==> src/rtl/hdmi_meas_pkg.sv <==
// hdmi_meas_pkg: shared types and constants for the HDMI measurement blocks
//   meas_state_t  : measurement FSM states (IDLE, ARM, COUNT)
//   DEF_TIMEOUT   : default no-edge timeout in clk cycles
//   timeout_fits  : checks 2 <= timeout < 2^width for counter sizing
package hdmi_meas_pkg;

    typedef enum logic [1:0] {
        IDLE  = 2'd0,
        ARM   = 2'd1,
        COUNT = 2'd2
    } meas_state_t;

    localparam int unsigned DEF_TIMEOUT = 32'd1 << 24;

    function automatic logic timeout_fits(input int unsigned t, input int w);
        return (t >= 32'd2) && ((w >= 32) || (t < (32'd1 << w)));
    endfunction

endpackage

==> src/rtl/evt_edge_detect.sv <==
// evt_edge_detect: registers an event input and flags its rising edges
//   clk      : clock
//   rst      : asynchronous active-high reset
//   i_evt    : event input (asynchronous when PERIOD_METER_SYNC_EN is defined)
//   o_edge   : one-cycle pulse, evt_q & ~evt_p
// Build option: PERIOD_METER_SYNC_EN adds a 2-flop synchronizer ahead of evt_q.
module evt_edge_detect (
    input  logic clk,
    input  logic rst,
    input  logic i_evt,
    output logic o_edge
);

    logic w_evt_s;
    logic r_evt_q;
    logic r_evt_p;

`ifdef PERIOD_METER_SYNC_EN
    logic r_sync1;
    logic r_sync2;

    always_ff @(posedge clk or posedge rst) begin
        if (rst) begin
            r_sync1 <= 1'b0;
            r_sync2 <= 1'b0;
        end else begin
            r_sync1 <= i_evt;
            r_sync2 <= r_sync1;
        end
    end

    assign w_evt_s = r_sync2;
`else
    assign w_evt_s = i_evt;
`endif

    always_ff @(posedge clk or posedge rst) begin
        if (rst) begin
            r_evt_q <= 1'b0;
            r_evt_p <= 1'b0;
        end else begin
            r_evt_q <= w_evt_s;
            r_evt_p <= r_evt_q;
        end
    end

    assign o_edge = r_evt_q & ~r_evt_p;

endmodule

==> src/rtl/period_meter.sv <==
// period_meter: measures clk cycles between rising edges of evt_in
//   clk, rst       : clock, asynchronous active-high reset
//   meas_ena       : level-sensitive measurement enable
//   evt_in         : event input whose rising edges are measured
//   period_ready   : consumer accepts the held result
//   ovr_clr        : synchronous clear of overrun
//   period_valid   : a result is held on the output
//   period_data    : measured period (TIMEOUT for a timeout result)
//   period_timeout : held result is a timeout
//   overrun        : sticky, a result was dropped
// Build option: PERIOD_METER_SYNC_EN (see evt_edge_detect).
module period_meter
    import hdmi_meas_pkg::*;
#(
    parameter int          CNT_W   = 32,
    parameter int unsigned TIMEOUT = DEF_TIMEOUT
) (
    input  logic             clk,
    input  logic             rst,
    input  logic             meas_ena,
    input  logic             evt_in,
    input  logic             period_ready,
    input  logic             ovr_clr,
    output logic             period_valid,
    output logic [CNT_W-1:0] period_data,
    output logic             period_timeout,
    output logic             overrun
);

    localparam logic [CNT_W-1:0] TMO = CNT_W'(TIMEOUT);

    if (!timeout_fits(TIMEOUT, CNT_W)) begin : g_bad_cfg
        $error("period_meter: TIMEOUT must satisfy 2 <= TIMEOUT < 2^CNT_W");
    end

    meas_state_t      r_state;
    meas_state_t      w_state_nxt;
    logic [CNT_W-1:0] r_cnt;
    logic [CNT_W-1:0] w_cnt_nxt;
    logic             w_edge;
    logic             w_at_tmo;
    logic             w_emit;
    logic             w_emit_to;

    // Emitted result is staged one cycle before the output register
    logic             r_res_vld;
    logic             r_res_to;
    logic [CNT_W-1:0] r_res_data;

    logic             r_valid;
    logic             r_to;
    logic [CNT_W-1:0] r_data;
    logic             r_ovr;
    logic             w_load;
    logic             w_drop;

    evt_edge_detect u_edge (
        .clk    (clk),
        .rst    (rst),
        .i_evt  (evt_in),
        .o_edge (w_edge)
    );

    assign w_at_tmo = (r_cnt == TMO);

    // An edge coinciding with cnt == TIMEOUT takes priority over the timeout
    always_comb begin
        w_state_nxt = r_state;
        w_cnt_nxt   = r_cnt;
        w_emit      = 1'b0;
        w_emit_to   = 1'b0;
        if (!meas_ena) begin
            w_state_nxt = IDLE;
            w_cnt_nxt   = '0;
        end else begin
            case (r_state)
                IDLE: begin
                    w_state_nxt = ARM;
                    w_cnt_nxt   = '0;
                end
                ARM: begin
                    if (w_edge) begin
                        w_state_nxt = COUNT;
                        w_cnt_nxt   = CNT_W'(1);
                    end else if (w_at_tmo) begin
                        w_emit    = 1'b1;
                        w_emit_to = 1'b1;
                        w_cnt_nxt = '0;
                    end else begin
                        w_cnt_nxt = r_cnt + CNT_W'(1);
                    end
                end
                COUNT: begin
                    if (w_edge) begin
                        w_emit    = 1'b1;
                        w_cnt_nxt = CNT_W'(1);
                    end else if (w_at_tmo) begin
                        w_emit      = 1'b1;
                        w_emit_to   = 1'b1;
                        w_cnt_nxt   = '0;
                        w_state_nxt = ARM;
                    end else begin
                        w_cnt_nxt = r_cnt + CNT_W'(1);
                    end
                end
                default: begin
                    w_state_nxt = IDLE;
                    w_cnt_nxt   = '0;
                end
            endcase
        end
    end

    always_ff @(posedge clk or posedge rst) begin
        if (rst) begin
            r_state    <= IDLE;
            r_cnt      <= '0;
            r_res_vld  <= 1'b0;
            r_res_to   <= 1'b0;
            r_res_data <= '0;
        end else begin
            r_state    <= w_state_nxt;
            r_cnt      <= w_cnt_nxt;
            r_res_vld  <= w_emit;
            r_res_to   <= w_emit_to;
            r_res_data <= r_cnt;
        end
    end

    assign w_load = r_res_vld && (!r_valid || period_ready);
    assign w_drop = r_res_vld && !w_load;

    // A drop in the same cycle as ovr_clr leaves overrun set
    always_ff @(posedge clk or posedge rst) begin
        if (rst) begin
            r_valid <= 1'b0;
            r_to    <= 1'b0;
            r_data  <= '0;
            r_ovr   <= 1'b0;
        end else begin
            if (w_load) begin
                r_valid <= 1'b1;
                r_to    <= r_res_to;
                r_data  <= r_res_data;
            end else if (period_ready) begin
                r_valid <= 1'b0;
            end
            r_ovr <= w_drop | (r_ovr & ~ovr_clr);
        end
    end

    assign period_valid   = r_valid;
    assign period_data    = r_data;
    assign period_timeout = r_to;
    assign overrun        = r_ovr;

endmodule

==> config.mk <==
export PLATFORM = sky130hd
export DESIGN_NAME = period_meter
export DESIGN_NICKNAME = d
export VERILOG_FILES = /design/src/rtl/hdmi_meas_pkg.sv /design/src/rtl/evt_edge_detect.sv /design/src/rtl/period_meter.sv
export SDC_FILE = /design/constraint.sdc
export NUM_CORES = 1
export LEC_CHECK = 0
export CAP_MARGIN = 20
export CORE_ASPECT_RATIO = 1.4
export CORE_MARGIN = 2
export CORE_UTILIZATION = 51
export DETAILED_ROUTE_END_ITERATION = 10
export PLACE_DENSITY = 0.75
export SLEW_MARGIN = 30
export SYNTH_ARGS = -nofsm -noshare
export SYNTH_HDL_FRONTEND = slang
export SYNTH_HIERARCHICAL = 1
export SYNTH_SLANG_ARGS = --single-unit
==> constraint.sdc <==
create_clock -name clk -period 3.5 [get_ports clk]
set_input_delay 0.875 -clock clk [delete_from_list [all_inputs] [get_ports clk]]
set_output_delay 0.875 -clock clk [all_outputs]
set_load 0.02 [all_outputs]
Word-level counts from Yosys, hierarchy flattened. Index checks and enable logic that the tools add are counted.

Output and inout bits: 35. Logic and storage cells: 50. Input bits: 6. Bits in writable memories: 0. Bits in registers: 105. Memory bits (read-only): 0. Latch bits: 0. Memories kept: 0.

Reductions and logical operators: 9. Equality and inequality tests: 6. Bitwise logic cells: 5. Shift-type cells: 0. $add $sub $neg: 1. Multiplexer cells: 18. Div/mod/pow operators: 0. Order comparisons: 0. $mul: 0.

Operator list (count): 32-bit two-way mux (4); 32-bit by 1-bit adder with 32-bit output (second input constant) (1); 32-bit by 25-bit equality test with 1-bit output (second input constant) (1); 1-bit two-way mux (8); 2-bit two-way mux (4); 3-bit inequality test (second input constant) (2); 2-bit one-hot mux with 3 select lines (1); 3-bit by 2-bit inequality test with 1-bit output (second input constant) (1); 3-bit AND reduction (1); 1-bit AND (2); 2-bit by 1-bit equality test with 1-bit output (second input constant) (1); 2-bit equality test (second input constant) (1); 1-bit logical AND (2); 1-bit logical NOT (2); 2-bit logical NOT (1); 1-bit NOT (2); 1-bit one-hot mux with 2 select lines (1); 2-bit nonzero test (1); 2-bit OR reduction (1); 1-bit logical OR (1); 1-bit OR (1).

Logic depth before layout (Yosys ltp). Gate-level depths: netlist of the first run.

Word-level depth: 6. Mapped depth: 7. Gate-level depth less buffers: 6.

Hierarchy. Netlist of the first run, hierarchy kept.

By module, submodules not included: period_meter (sequential area each 2577.5 um^2, times used 1, area an instance 4111.4 um^2, cells each 331); evt_edge_detect (sequential area each 50.0 um^2, times used 1, area an instance 67.6 um^2, cells each 4).

Worst setup path before layout of the first run. No wires, ideal clock.

Path kind: input-to-reg. From: input period_ready. To: register r_data[0], in the netlist period_data[0]. Path buffers: 1. Required time: 3.375 ns. Slack: 1.470 ns. Setup time: 0.125 ns. Arrival time: 1.905 ns. Stages: 4. Cell sequence: nand2b_1 nand2_1 buf_1 mux2_2.

Cells in the longest elaborated chain, start to end: 2.

RTL lines: start: declaration (line period_meter.sv:22) `input logic period_ready,`; 1-bit logical OR (line period_meter.sv:130) `assign w_load = r_res_vld && (!r_valid || period_ready);`; 1-bit logical AND (line period_meter.sv:130); end signal: assignment (line period_meter.sv:144) `r_data <= r_res_data;`; end: declaration (line period_meter.sv:52) `logic [CNT_W-1:0] r_data;`.

Every way passes these cells. A chain may end at the register's enable or synchronous reset.

Worst setup path in the final report of the first run.
From: register r_cnt[0]. To: register r_cnt[30].

Cells in the longest elaborated chain, start to end: 5. Elaborated cells between the ends (all ways): 6. Classes of those cells: add/sub (1); eq/ne (1); mux (4).

RTL lines: start: declaration (line period_meter.sv:38) `logic [CNT_W-1:0] r_cnt;`; start signal: assignment (line period_meter.sv:123) `r_cnt <= w_cnt_nxt;`; 32-bit by 1-bit adder with 32-bit output or 32-bit by 25-bit equality test with 1-bit output (tied branches) (line period_meter.sv:90, period_meter.sv:103, period_meter.sv:64); 32-bit two-way mux * (line period_meter.sv:85, period_meter.sv:97); 32-bit two-way mux * (line period_meter.sv:82) `if (w_edge) begin`; 32-bit two-way mux *; 32-bit two-way mux * (line period_meter.sv:72) `if (!meas_ena) begin`; via w_cnt_nxt[30] (line period_meter.sv:39) `logic [CNT_W-1:0] w_cnt_nxt;`.

Mark *: on every way through the listed nets, which the timed path passes. The rest lies on a longest branch.

==> results.toml, run 1 <==
[run_status]
outcome = "finished clean"

[route]
first_pass_iters = 4
drtIter0Drc = 211
final_antenna_net_count = 0
wl_per_cell_um = 14.7
viasPerCell = 5.56
routed_wirelength_um = 7130
drc = 0
routed-via-count = 2697

[setup_path]
endpoint_kind = "flop"
regToRegSetupSlack_ps = 1210
start_kind = "flop"
rr_startpoint = "r_cnt[0]"
crit_fanout = 16
arrival_ps = 2550
timing.rr.end = "r_cnt[30]"
crit_type = "reg2reg"
crit_required_ps = 3770
worst-r2r-cell-count = 5

[floorplan]
rows = 39
core_area_mm2 = 0.00805
fp.dieH_um = 111
io_pins = 41
die_w_um = 80.5
dieArea_mm2 = 0.00894
start_util = 0.519

[layout]
drive_gt1_frac = 0.157
n_antenna_cell = 0
layout.nets = 390
fillers = 643
syn2layout_area_growth_pct = 19.0

[place]
port_buffers = 40
dpl_worst_slack_ps = 1040
gp_congestion = 0.794
dpl.hpwl_um = 4740

[clock_tree]
cts_buffers = 9
cts.clk_slew.worst_paths_ps = 60
cts_buffer_depth = 2
clock_sinks = 105
cts_hold_buf = 0
cts_root_buf = "clkbuf_16"
cts-resized-gates = 0
post_cts_buffers = 0
h-tree-depth = 3
clock_latency_ps = 340
cts_tree = "yes"

[synth]
netlist_instances = 335
synth_edf_count = 0
ys_seq_area_frac = 0.629
avgSynthCellArea_um2 = 12.5
yosys.area.top_type = "dfrtp_1"
synth-seq-cells = 105
syn-num-nets = 347
netlist_area_mm2 = 0.00418
synth_top_area_share = 0.629
ys_types = 37
synth_warnings = 6
ys.flop_type = "dfrtp_1"
synthTopCellsByArea = "dfrtp_1 (63%), mux2_2 (9.2%), a21oi_1 (2.5%)"
synthArstFlopShare = 1.00

[grt]
antenna_found_initial = 0
grt_pass1_vias = 2713
grt_usage = 0.179
grt_max_degree = 48
grt_overflow = 0
grt_pass1_wl_um = 12500

[pwr]
p_per_area_mw_per_mm2 = 482
ir_drop_mv = 0.265
p_leak_nw = 2.19

[sta]
hold_violations = 0
fin_crit_ps = 2290
setup_ws_ps = 1210
fin_setup_tns_ps = 0
rsz0062_at_grt = "false"
timing.fmax_mhz = 437
finalSetupViolCount = 0
relSlewSlack = 0.525
worst_pin_slew_ps = 710
clock_skew_ps = 6.69
final_max_slew_viol_count = 0
period_share = 0.654

[job]
cap_violations = 0

[min_path]
hold_end = "u_edge/r_evt_p"
holdPathStages = 0
hp-start = "u_edge/r_evt_q"
hp-class = "reg2reg"
[cells in the final DEF (no fill, tap or decap), drive strengths merged, types with 4 or more instances in the layout]
master / n
or3: 9
nand4: 8
and4: 4
clkbuf: 13
nor2: 18
o21ai: 12
ha: 6
o31ai: 10
a21oi: 21
buf: 4
or4: 12
mux2: 34
inv: 13
xnor2: 9
nand2: 18
nor4: 10
nand3: 13
dfrtp: 105
clkdlybuf4s50: 40
[cell usage after synthesis (2+ instances only)]
library cell	instances
nor4b_1	2
and4_1	4
mux2_2	34
nand4_1	7
nor2_1	18
or3_1	9
or4_4	2
nor4_1	10
nand3_1	12
nor3b_1	2
nand2_1	17
xnor2_1	9
and3_1	3
or4_1	10
o31ai_1	10
inv_1	14
buf_1	3
a21oi_1	21
nor3_1	3
ha_1	6
clkbuf_1	7
xor2_1	2
dfrtp_1	105
o21ai_0	12
[cell families after synthesis]
group / after synthesis / share of synthesized area
muxes: 34 / 0.0916
buffers and inverters: 26 / 0.0254
xor gates and xnor gates: 11 / 0.0231
DFF: 105 / 0.629
and+or+nand+nor: 104 / 0.144
AOI/OAI and AO/OA: 49 / 0.0692
adders and majority gates: 6 / 0.0180
[how the worst max path moves through the flow]
stage / from / end / slack [ps] / cells past startpoint
floorplan: rst / overrun / 1390 / 1
global placement: period_ready / period_data[12] / 1100 / 5
detailed placement: period_ready / period_data[17] / 1040 / 5
CTS: r_cnt[0] / r_cnt[30] / 1180 / 5
global route: r_cnt[0] / r_cnt[30] / 1070 / 5
finish: r_cnt[0] / r_cnt[30] / 1210 / 5
[layer usage]
layer | GRT usage | part of all wire | vias to the layer above
li1 | - | - | 1287
met1 | 0.237 | 0.43 | 1351
met2 | 0.275 | 0.51 | 42
met3 | 0.0293 | 0.025 | 17
met4 | 0.111 | 0.031 | 0
met5 | 0 | 0 | -
[where the power goes]
part | total (mW) | internal, mW | switching [mW]
clock network | 0.918 | 0.517 | 0.400
logic | 0.217 | 0.0818 | 0.135
registers | 1.26 | 1.24 | 0.0218
[worst max-delay path: stages (launching register included)]
cell,delay (ps)
dfrtp_1,420
ha_1,260
nand4_2,180
or4_4,680
or4_1,510
a21oi_1,170
[stage by stage]
stage / hold WS [ps] / instance area, µm² / power (mW) / cells / util
final: 386 / 4970 / 2.40 / 485 / 0.618
after global routing: 408 / 4970 / 2.51 / 485 / 0.618
after CTS: 395 / 4970 / 2.41 / 485 / 0.618
after detailed placement: 377 / 4700 / 1.50 / 469 / 0.584
after global placement: 369 / 4700 / 1.49 / 469 / 0.584
after floorplan: 352 / 4180 / 1.43 / 335 / -
[sequential cells by signal, indices dropped and copies added, names as in the netlist]
signal,cells
overrun,1
r_res_vld,1
period_data,32
r_res_to,1
r_state,2
u_edge/r_evt_q,1
r_res_data,32
period_timeout,1
r_cnt,32
u_edge/r_evt_p,1
period_valid,1
[area by class of cell]
class | count | area [µm²] | area share
Clock buffer | 13 | 260 | 0.0523
Clock inverter | 3 | 15.0 | 0.00302
Inverter | 14 | 56.3 | 0.0113
Multi-Input combinational cell | 204 | 1450 | 0.290
Sequential cell | 105 | 2630 | 0.528
Tap cell | 102 | 128 | 0.0257
Timing Repair Buffer | 44 | 443 | 0.0890
(Power assumes the default switching activity.)
==> run 2: changes to the inputs <==
==> constraint.sdc (replaced) <==
create_clock -name clk -period 1.86 [get_ports clk]
set_input_delay 0.465 -clock clk [delete_from_list [all_inputs] [get_ports clk]]
set_output_delay 0.465 -clock clk [all_outputs]
set_load 0.02 [all_outputs]
==> results.toml, run 2 (synthesized netlist as in run 1, its figures left out) <==
[floorplan]
io_pins = 41
core_area_mm2 = 0.00805
rows = 39
die_w_um = 80.5
start_util = 0.519
fp.dieH_um = 111
dieArea_mm2 = 0.00894

[route]
routed-via-count = 3055
first_pass_iters = 5
wl_per_cell_um = 16.4
viasPerCell = 5.64
drc = 0
final_antenna_net_count = 0
drtIter0Drc = 236
routed_wirelength_um = 8910

[layout]
final_common_cell = "dfrtp_1"
layoutNonFillerInstCount = 542
syn2layout_area_growth_pct = 35.0
postLayoutCellArea_mm2 = 0.00564
layout.nets = 447
fin_util = 0.701
multi_input_area_mm2 = 0.00156
layout_common_cells = "dfrtp_1 (104), buf_4 (50), clkdlybuf4s50_1 (40)"
regArea_mm2 = 0.00263
fillers = 548
n_antenna_cell = 0
drive_gt1_frac = 0.327

[grt]
met3_usage = 0.0472
use_met1 = 0.254
antenna_found_initial = 0
top_usage_layer = "met2"
grt_overflow = 0
grt_usage = 0.209
grt_pass1_vias = 3130
use_met2 = 0.343
grt_max_degree = 39
grt_pass1_wl_um = 14400

[clock_tree]
cts_root_buf = "clkbuf_16"
cts.clk_slew.worst_paths_ps = 70
clock_sinks = 105
cts_tree = "yes"
cts_buffer_depth = 2
h-tree-depth = 3
cts_buffers = 9
cts_hold_buf = 0
clock_latency_ps = 350

[place]
placed_area_mm2 = 0.00509
placed_cells_incl_taps = 516
gp_congestion = 0.873
dpl.hpwl_um = 5700
port_buffers = 40
dpl_worst_slack_ps = -63.3

[pwr]
p_sw_mw = 1.17
pwr-share-clk = 0.393
sw_frac_of_total = 0.242
internal-power_mw = 3.66
power_mw = 4.83
comb_power_share = 0.115
pwr-share-seq = 0.492
ir_drop_mv = 0.732
p_per_area_mw_per_mm2 = 856
p_leak_nw = 2.54

[setup_path]
cp_slowest_cell = "or4_4"
arrival_ps = 2240
endpoint_kind = "flop"
critical-path-max-stage-delay_ps = 480
start_kind = "flop"
worstPathCellList = "ha_2 -> nand4_2 -> or4_4 -> buf_4 -> or3_1 -> a21oi_1"
crit_fanout = 6
crit_type = "reg2reg"
crit_required_ps = 2120

[sta]
period_share = 1.07
clock_skew_ps = 3.55
setup_ws_ps = -121
timing.fmax_mhz = 505
fin_crit_ps = 1980
final_max_slew_viol_count = 0
fin_setup_tns_ps = -993
hold_violations = 0
holdWs_ps = 342
rsz0062_at_grt = "true"
worst_pin_slew_ps = 418
finalSetupViolCount = 23
relSlewSlack = 0.719

[run_status]
outcome = "finished with violations"
violations = "negative setup slack"

[min_path]
hp-class = "in2async"

[job]
cap_violations = 0
==> run 2: worst max-delay path, delay by kind of cell, from the launching register on <==
kind | cells | cell delay, ps
AOI/OAI and AO/OA | 1 | 180
and+or+nand+nor | 3 | 910
DFF | 1 | 420
buffers and inverters | 1 | 170
adders and majority gates | 1 | 210
==> run 2: cell type report <==
class	instances	share of cell area
inverter	14	0.00998
clock inverter	6	0.0120
timing repair buffer	101	0.170
tap	102	0.0226
sequential	105	0.466
clock buffer	10	0.0424
multi-input combinational	204	0.277
==> run 2: timing repair <==
action	CTS	global route
pin swaps	3	4
gates cloned	0	2
endpoints found under the setup margin	11	33
setup buffers	1	7
gates resized for setup	5	31
==> run 2: worst paths after layout <==
check | from | endpoint | slack, ps | depth (start not counted)
min in group clk | u_edge/r_evt_q | u_edge/r_evt_p | 400 | 0
worst max register to register | r_cnt[0] | r_cnt[24] | -120 | 6
max in group asynchronous | rst | period_data[26] | 820 | 3
worst min-delay path | rst | u_edge/r_evt_p | 340 | 2
worst min register to register | u_edge/r_evt_q | u_edge/r_evt_p | 400 | 0
worst max-delay path | r_cnt[0] | r_cnt[24] | -120 | 6
==> run 2: power by group through the flow <==
stage | sequential [mW] | combinational [mW] | clock (mW)
2_1_floorplan | 2.42 | 0.266 | 0
3_3_place_gp | 2.41 | 0.441 | 0
3_5_place_dp | 2.41 | 0.463 | 0
4_1_cts | 2.37 | 0.468 | 1.94
5_1_grt | 2.38 | 0.611 | 2.03
6_report | 2.37 | 0.555 | 1.90
==> run 2: layer usage <==
metal | share of wire | up-vias
li1 | - | 1404
met1 | 0.40 | 1556
met2 | 0.55 | 87
met3 | 0.038 | 8
met4 | 0.013 | 0
met5 | 0 | -
